===== src/rtl/mult_pkg.sv =====
// Shared definitions for the sequential multiplier: FSM encoding and operand width limits.
package mult_pkg;

  typedef enum logic [1:0] {
    StIdle = 2'd0,
    StCalc = 2'd1,
    StDone = 2'd2
  } mult_state_e;

  localparam int unsigned WidthMin = 2;
  localparam int unsigned WidthMax = 32;

endpackage


===== src/rtl/seq_mult_datapath.sv =====
// Shift-add datapath: multiplicand/multiplier shift registers, accumulator and result register.
// SEQ_MULT_SIGNED_EN adds magnitude conversion on load and sign correction on the final edge.
module seq_mult_datapath #(
  parameter int unsigned WIDTH = 8
) (
  input  logic               clk,
  input  logic               rst,
  input  logic               load,
  input  logic               step,
  input  logic               finish,
  input  logic [WIDTH-1:0]   op_a,
  input  logic [WIDTH-1:0]   op_b,
`ifdef SEQ_MULT_SIGNED_EN
  input  logic               signed_mode,
`endif
  output logic [2*WIDTH-1:0] result
);

  logic [2*WIDTH-1:0] mcand_q;
  logic [WIDTH-1:0]   mplier_q;
  logic [2*WIDTH-1:0] acc_q;
  logic [2*WIDTH-1:0] acc_next;
  logic [2*WIDTH-1:0] result_q;
  logic [2*WIDTH-1:0] result_d;
  logic [WIDTH-1:0]   mag_a;
  logic [WIDTH-1:0]   mag_b;

`ifdef SEQ_MULT_SIGNED_EN
  logic neg_q;
  logic neg_d;

  // The most-negative value negates to itself, which reads correctly as an unsigned magnitude.
  always_comb begin
    mag_a = (signed_mode && op_a[WIDTH-1]) ? -op_a : op_a;
    mag_b = (signed_mode && op_b[WIDTH-1]) ? -op_b : op_b;
    neg_d = signed_mode && (op_a[WIDTH-1] ^ op_b[WIDTH-1]);
  end

  always_ff @(posedge clk or posedge rst) begin
    if (rst) begin
      neg_q <= 1'b0;
    end else if (load) begin
      neg_q <= neg_d;
    end
  end

  always_comb begin
    acc_next = mplier_q[0] ? acc_q + mcand_q : acc_q;
    result_d = neg_q ? -acc_next : acc_next;
  end
`else
  always_comb begin
    mag_a    = op_a;
    mag_b    = op_b;
    acc_next = mplier_q[0] ? acc_q + mcand_q : acc_q;
    result_d = acc_next;
  end
`endif

  always_ff @(posedge clk or posedge rst) begin
    if (rst) begin
      mcand_q  <= '0;
      mplier_q <= '0;
      acc_q    <= '0;
    end else if (load) begin
      mcand_q  <= {{WIDTH{1'b0}}, mag_a};
      mplier_q <= mag_b;
      acc_q    <= '0;
    end else if (step) begin
      mcand_q  <= mcand_q << 1;
      mplier_q <= mplier_q >> 1;
      acc_q    <= acc_next;
    end
  end

  always_ff @(posedge clk or posedge rst) begin
    if (rst) begin
      result_q <= '0;
    end else if (finish) begin
      result_q <= result_d;
    end
  end

  assign result = result_q;

endmodule


===== src/rtl/seq_multiplier.sv =====
// Sequential shift-add multiplier: WIDTH-cycle latency behind a start/done handshake.
// Define SEQ_MULT_SIGNED_EN to add the signed_mode port and two's-complement support.
module seq_multiplier
  import mult_pkg::*;
#(
  parameter int unsigned WIDTH = 8
) (
  input  logic               clk,
  input  logic               rst,
  input  logic               start,
  input  logic [WIDTH-1:0]   op_a,
  input  logic [WIDTH-1:0]   op_b,
`ifdef SEQ_MULT_SIGNED_EN
  input  logic               signed_mode,
`endif
  output logic               busy,
  output logic               done,
  output logic [2*WIDTH-1:0] result
);

  localparam int unsigned CntW = $clog2(WIDTH + 1);

  mult_state_e     state_q, state_d;
  logic [CntW-1:0] count_q, count_d;
  logic            accept;
  logic            step;
  logic            finish;

  assign accept = start && ((state_q == StIdle) || (state_q == StDone));
  assign step   = (state_q == StCalc);
  assign finish = step && (count_q == CntW'(1));

  always_ff @(posedge clk or posedge rst) begin
    if (rst) begin
      state_q <= StIdle;
      count_q <= '0;
    end else begin
      state_q <= state_d;
      count_q <= count_d;
    end
  end

  always_comb begin
    state_d = state_q;
    count_d = count_q;
    busy    = 1'b0;
    done    = 1'b0;
    unique case (state_q)
      StIdle: begin
        if (accept) begin
          state_d = StCalc;
          count_d = CntW'(WIDTH);
        end
      end
      StCalc: begin
        busy    = 1'b1;
        count_d = count_q - CntW'(1);
        if (finish) state_d = StDone;
      end
      StDone: begin
        done = 1'b1;
        // Start in DONE is accepted directly so back-to-back products skip IDLE.
        if (accept) begin
          state_d = StCalc;
          count_d = CntW'(WIDTH);
        end else begin
          state_d = StIdle;
        end
      end
      default: state_d = StIdle;
    endcase
  end

  seq_mult_datapath #(
    .WIDTH(WIDTH)
  ) u_datapath (
    .clk        (clk),
    .rst        (rst),
    .load       (accept),
    .step       (step),
    .finish     (finish),
    .op_a       (op_a),
    .op_b       (op_b),
`ifdef SEQ_MULT_SIGNED_EN
    .signed_mode(signed_mode),
`endif
    .result     (result)
  );

endmodule


===== config.mk =====
export PLATFORM = sky130hd
export DESIGN_NAME = seq_multiplier
export DESIGN_NICKNAME = d
export VERILOG_FILES = /design/src/rtl/mult_pkg.sv /design/src/rtl/seq_mult_datapath.sv /design/src/rtl/seq_multiplier.sv
export SDC_FILE = /design/constraint.sdc
export NUM_CORES = 1
export LEC_CHECK = 0
export ABC_AREA = 1
export CAP_MARGIN = 20
export CORE_MARGIN = 2
export CORE_UTILIZATION = 40
export CTS_BUF_LIST = sky130_fd_sc_hd__clkbuf_2 sky130_fd_sc_hd__clkbuf_4 sky130_fd_sc_hd__clkbuf_8
export CTS_CLUSTER_SIZE = 20
export DETAILED_ROUTE_END_ITERATION = 12
export GPL_TIMING_DRIVEN = 0
export PLACE_DENSITY_LB_ADDON = 0.05
export SYNTH_ARGS = -nofsm -noshare
export SYNTH_HDL_FRONTEND = slang
export SYNTH_SLANG_ARGS = --single-unit

===== constraint.sdc =====
create_clock -name clk -period 5.4 [get_ports clk]
set_clock_uncertainty 0.05 [all_clocks]
set_input_delay 0.81 -clock clk [delete_from_list [all_inputs] [get_ports clk]]
set_output_delay 0.81 -clock clk [all_outputs]
set_load 0.02 [all_outputs]

==> metrics.md <==
| Metric | Value |
|---|---|
| Via count | `around 3100` |
| CTS HTree Levels | `3` |
| Register area share after synthesis | `43.0%` |
| CTS tree | `built` |
| Site row count | `34` |
| Setup TNS | `0 ns` |
| Worst path top cell family by delay | `buffers and inverters` |
| CTS Hold Bufs | `0` |
| Count leader, synth | `nand2_1` |
| EDFF count, synth | `0` |
| Cell count along the critical path | `3` |
| Synth area leaders | `dfrtp_1 (43%), nand2_1 (16%), inv_1 (7.9%)` |
| Final setup fails | `0` |
| Startpoint Class | `register` |
| Final non-filler cell area | `0.00432 mm²` |
| Critical path buffer and inverter count | `2` |
| Post-synth top area share | `43.0%` |
| Clock Latency Late Sink | `0.34 ns` |
| GR Overflow Total | `0` |
| Iteration-0 DRC Markers | `161` |
| Sw frac | `46.9%` |
| Total power | `2.91 mW` |
| Vias in the first global route | `3071` |
| Ports | `37` |
| Max Cap Violations | `0` |
| Part of the power in registers | `27.8%` |
| Post-DP Area | `0.00412 mm²` |
| CP max stage delay | `approximately 0.63 ns` |
| Worst Reg-to-Reg Cells | `9` |
| Cells after synthesis | `roughly 470` |
| DR WL/cell | `~14 µm` |
| Largest net degree at the start of global routing | `34` |
| Distinct cell type count after synthesis | `29` |
| Hold Crit Class | `register to register` |
| Leakage | `2.23 nW` |
| Post-layout nets | `roughly 550` |
| Most frequent cells after synthesis | `nand2_1 (154), inv_1 (76), dfrtp_1 (62)` |
| Fin crit share | `between 40% and 50%` |
| Leading area contributor after synthesis | `dfrtp_1` |
| Routed Antenna Nets | `0` |
| Post-synth top flop | `dfrtp_1` |
| Gate power share | `between 50% and 60%` |
| Drt total wl | `8620 µm` |
| CTS clk-pin slew, worst paths | `0.07 ns` |
| First-pass GRT wire length | `around 15000 µm` |
| Post-Syn Area | `between 0.003 and 0.004 mm²` |
| Max Clock Freq | `381 MHz` |
| Power per cell area | `674 mW/mm²` |
| Worst hold path cell count | `2` |
| Final Max Slew Viols | `0` |
| TritonCTS Buffers | `9` |
| CTS root buf | `clkbuf_8` |
| DPL Wire Length | `around 6500 µm` |
| GRT Total Usage | `slightly below 20%` |
| Min Tclk post-route | `2.63 ns` |
| CTS Buffer Depth | `2` |
| N_diodes | `0` |
| Final Wtd Congestion | `0.810` |
| CP max-delay cell | `clkdlybuf4s50_1` |
| Syn nets | `505` |
| RSZ-0062 raised after global routing | `false` |
| Fillers | `884` |
| Slew @ Worst Pin | `0.742 ns` |
| DRC viols | `0` |
| Outcome | `complete, no violations` |
| Die X | `99.0 µm` |
| Initial antenna violation count | `0` |
| Mapped Avg Cell Area | `just under 8 µm²` |
| Area Overhead vs Synth | `19.6%` |
| Ys async rst share | `100%` |
| Cell-by-cell trace of the critical path | `nor2_4, buf_4, clkdlybuf4s50_1` |
| Count of input and output buffers | `36` |
| Die ar. | `a little under 0.01 mm²` |
| Clock share of power | `14.1%` |
| Layout cells sized above 1 | `11.3%` |
| VDD IR max | `0.000257 V` |
| CP Class | `register to output pin` |
| Switching power | `1.36 mW` |
| CTS Sinks | `slightly above 60` |
| Flop and latch count out of synthesis | `62` |
| Max-slew headroom at the worst pin | `50.4%` |
| P_int | `1.55 mW` |
| WHS | `approximately 0.43 ns` |
| Drt pass-1 iters | `4` |
| Initial core utilization | `about two fifths` |
| Crit Path Max Fanout | `10` |
| CTS resizes | `0` |
| Placeable Area | `0.00872 mm²` |
| Crit. End Element | `output pin` |
| Post-CTS setup buffers | `0` |
| Synth Warn # | `0` |
| Vias per cell | `between 4 and 5` |
| Die Ht | `approximately 99 µm` |
| Arr. time, crit path | `1.77 ns` |
| CP required | `4.54 ns` |
| Endpoints failing hold | `0` |
[power groups by stage]
stage / Combinational, mW / Sequential, mW / Clock, mW
3_3_place_gp: 1.67 / 0.814 / 0
2_1_floorplan: 1.17 / 0.851 / 0
6_report: 1.69 / 0.808 / 0.411
4_1_cts: 1.70 / 0.809 / 0.422
3_5_place_dp: 1.69 / 0.814 / 0
5_1_grt: 1.93 / 0.834 / 0.442
[cell type report]
cell class / count / area (µm²) / area share (%)
Tap cell: 108 / 135 / 3.13
Timing Repair Buffer: 37 / 380 / 8.81
Inverter: 80 / 300 / 6.96
Clock inverter: 4 / 47.5 / 1.10
Clock buffer: 11 / 145 / 3.36
Sequential cell: 62 / 1550 / 35.9
Multi-Input combinational cell: 311 / 1680 / 39.0
Buffer: 15 / 73.8 / 1.71
[worst min-delay path, stage by stage (launching register included)]
cell and delay, ns:
dfrtp_1 0.35, nand2_1 0.06, nand2_1 0.05
[sequential cells by signal, indices dropped and copies added (netlist names)]
register / count
u_datapath.acc_q: 16
u_datapath.result: 16
u_datapath.mcand_q: 16
u_datapath.mplier_q: 8
count_q: 4
state_q: 2
[through the flow]
stage,setup slack [ns],std cells,utilization (%)
finish,2.77,628,49.5
global route,2.71,628,49.5
CTS,2.75,628,49.5
detailed placement,3.14,613,47.3
global placement,1.78,612,47.1
floorplan,3.00,468,-
[cells in the final DEF (no fill, tap or decap)]
cell and n:
or2_2 8, o22ai_1 11, buf_4 2, clkbuf_4 1
o21ai_1 12, nand2_2 5, clkbuf_1 5, buf_2 8
nand4_1 2, nor3_2 3, clkinvlp_4 1, nand3_2 6
o221ai_1 14, inv_2 5, bufinv_16 1, ha_1 17
a21oi_2 1, nor2_1 10, fa_1 1, clkinv_2 2
nor2_4 2, a21oi_1 6, nand3_1 37, buf_12 1
clkdlybuf4s50_1 36, nand2_1 154, o21ai_0 12, xor2_1 2
inv_1 75, xnor2_1 4, nor2_2 1, clkbuf_8 10
nor3_1 1, nand3b_4 1, or2_4 1, dfrtp_1 62
[cell families after synthesis]
group	count (synthesis)	synth area share, %
xor+xnor	6	1.46
flops	62	43.0
simple gates	231	29.0
fa+ha+maj	18	6.45
buf+inv	95	10.4
compound gates	56	9.71
[metal layers]
layer	global-route usage (%)	wire length [µm]
met5	0	0
met4	6.53	89
met3	3.12	416
met2	28.9	3700
met1	28.3	4420
[path summary, 6_finish.rpt]
path	slack (ns)	endpoint	start
setup / recovery	2.77	busy	state_q[1]$_DFFE_PP0P_
hold / removal	0.43	u_datapath.result[1]$_DFFE_PP0P_	u_datapath.result[1]$_DFFE_PP0P_
setup reg to reg	3.35	u_datapath.result[8]$_DFFE_PP0P_	u_datapath.acc_q[0]$_DFFE_PP0P_
hold reg to reg	0.43	u_datapath.result[1]$_DFFE_PP0P_	u_datapath.result[1]$_DFFE_PP0P_
max in group asynchronous	3.82	u_datapath.result[7]$_DFFE_PP0P_	rst
min in group asynchronous	0.86	u_datapath.result[11]$_DFFE_PP0P_	rst
Power figures use the tool's default switching activity.
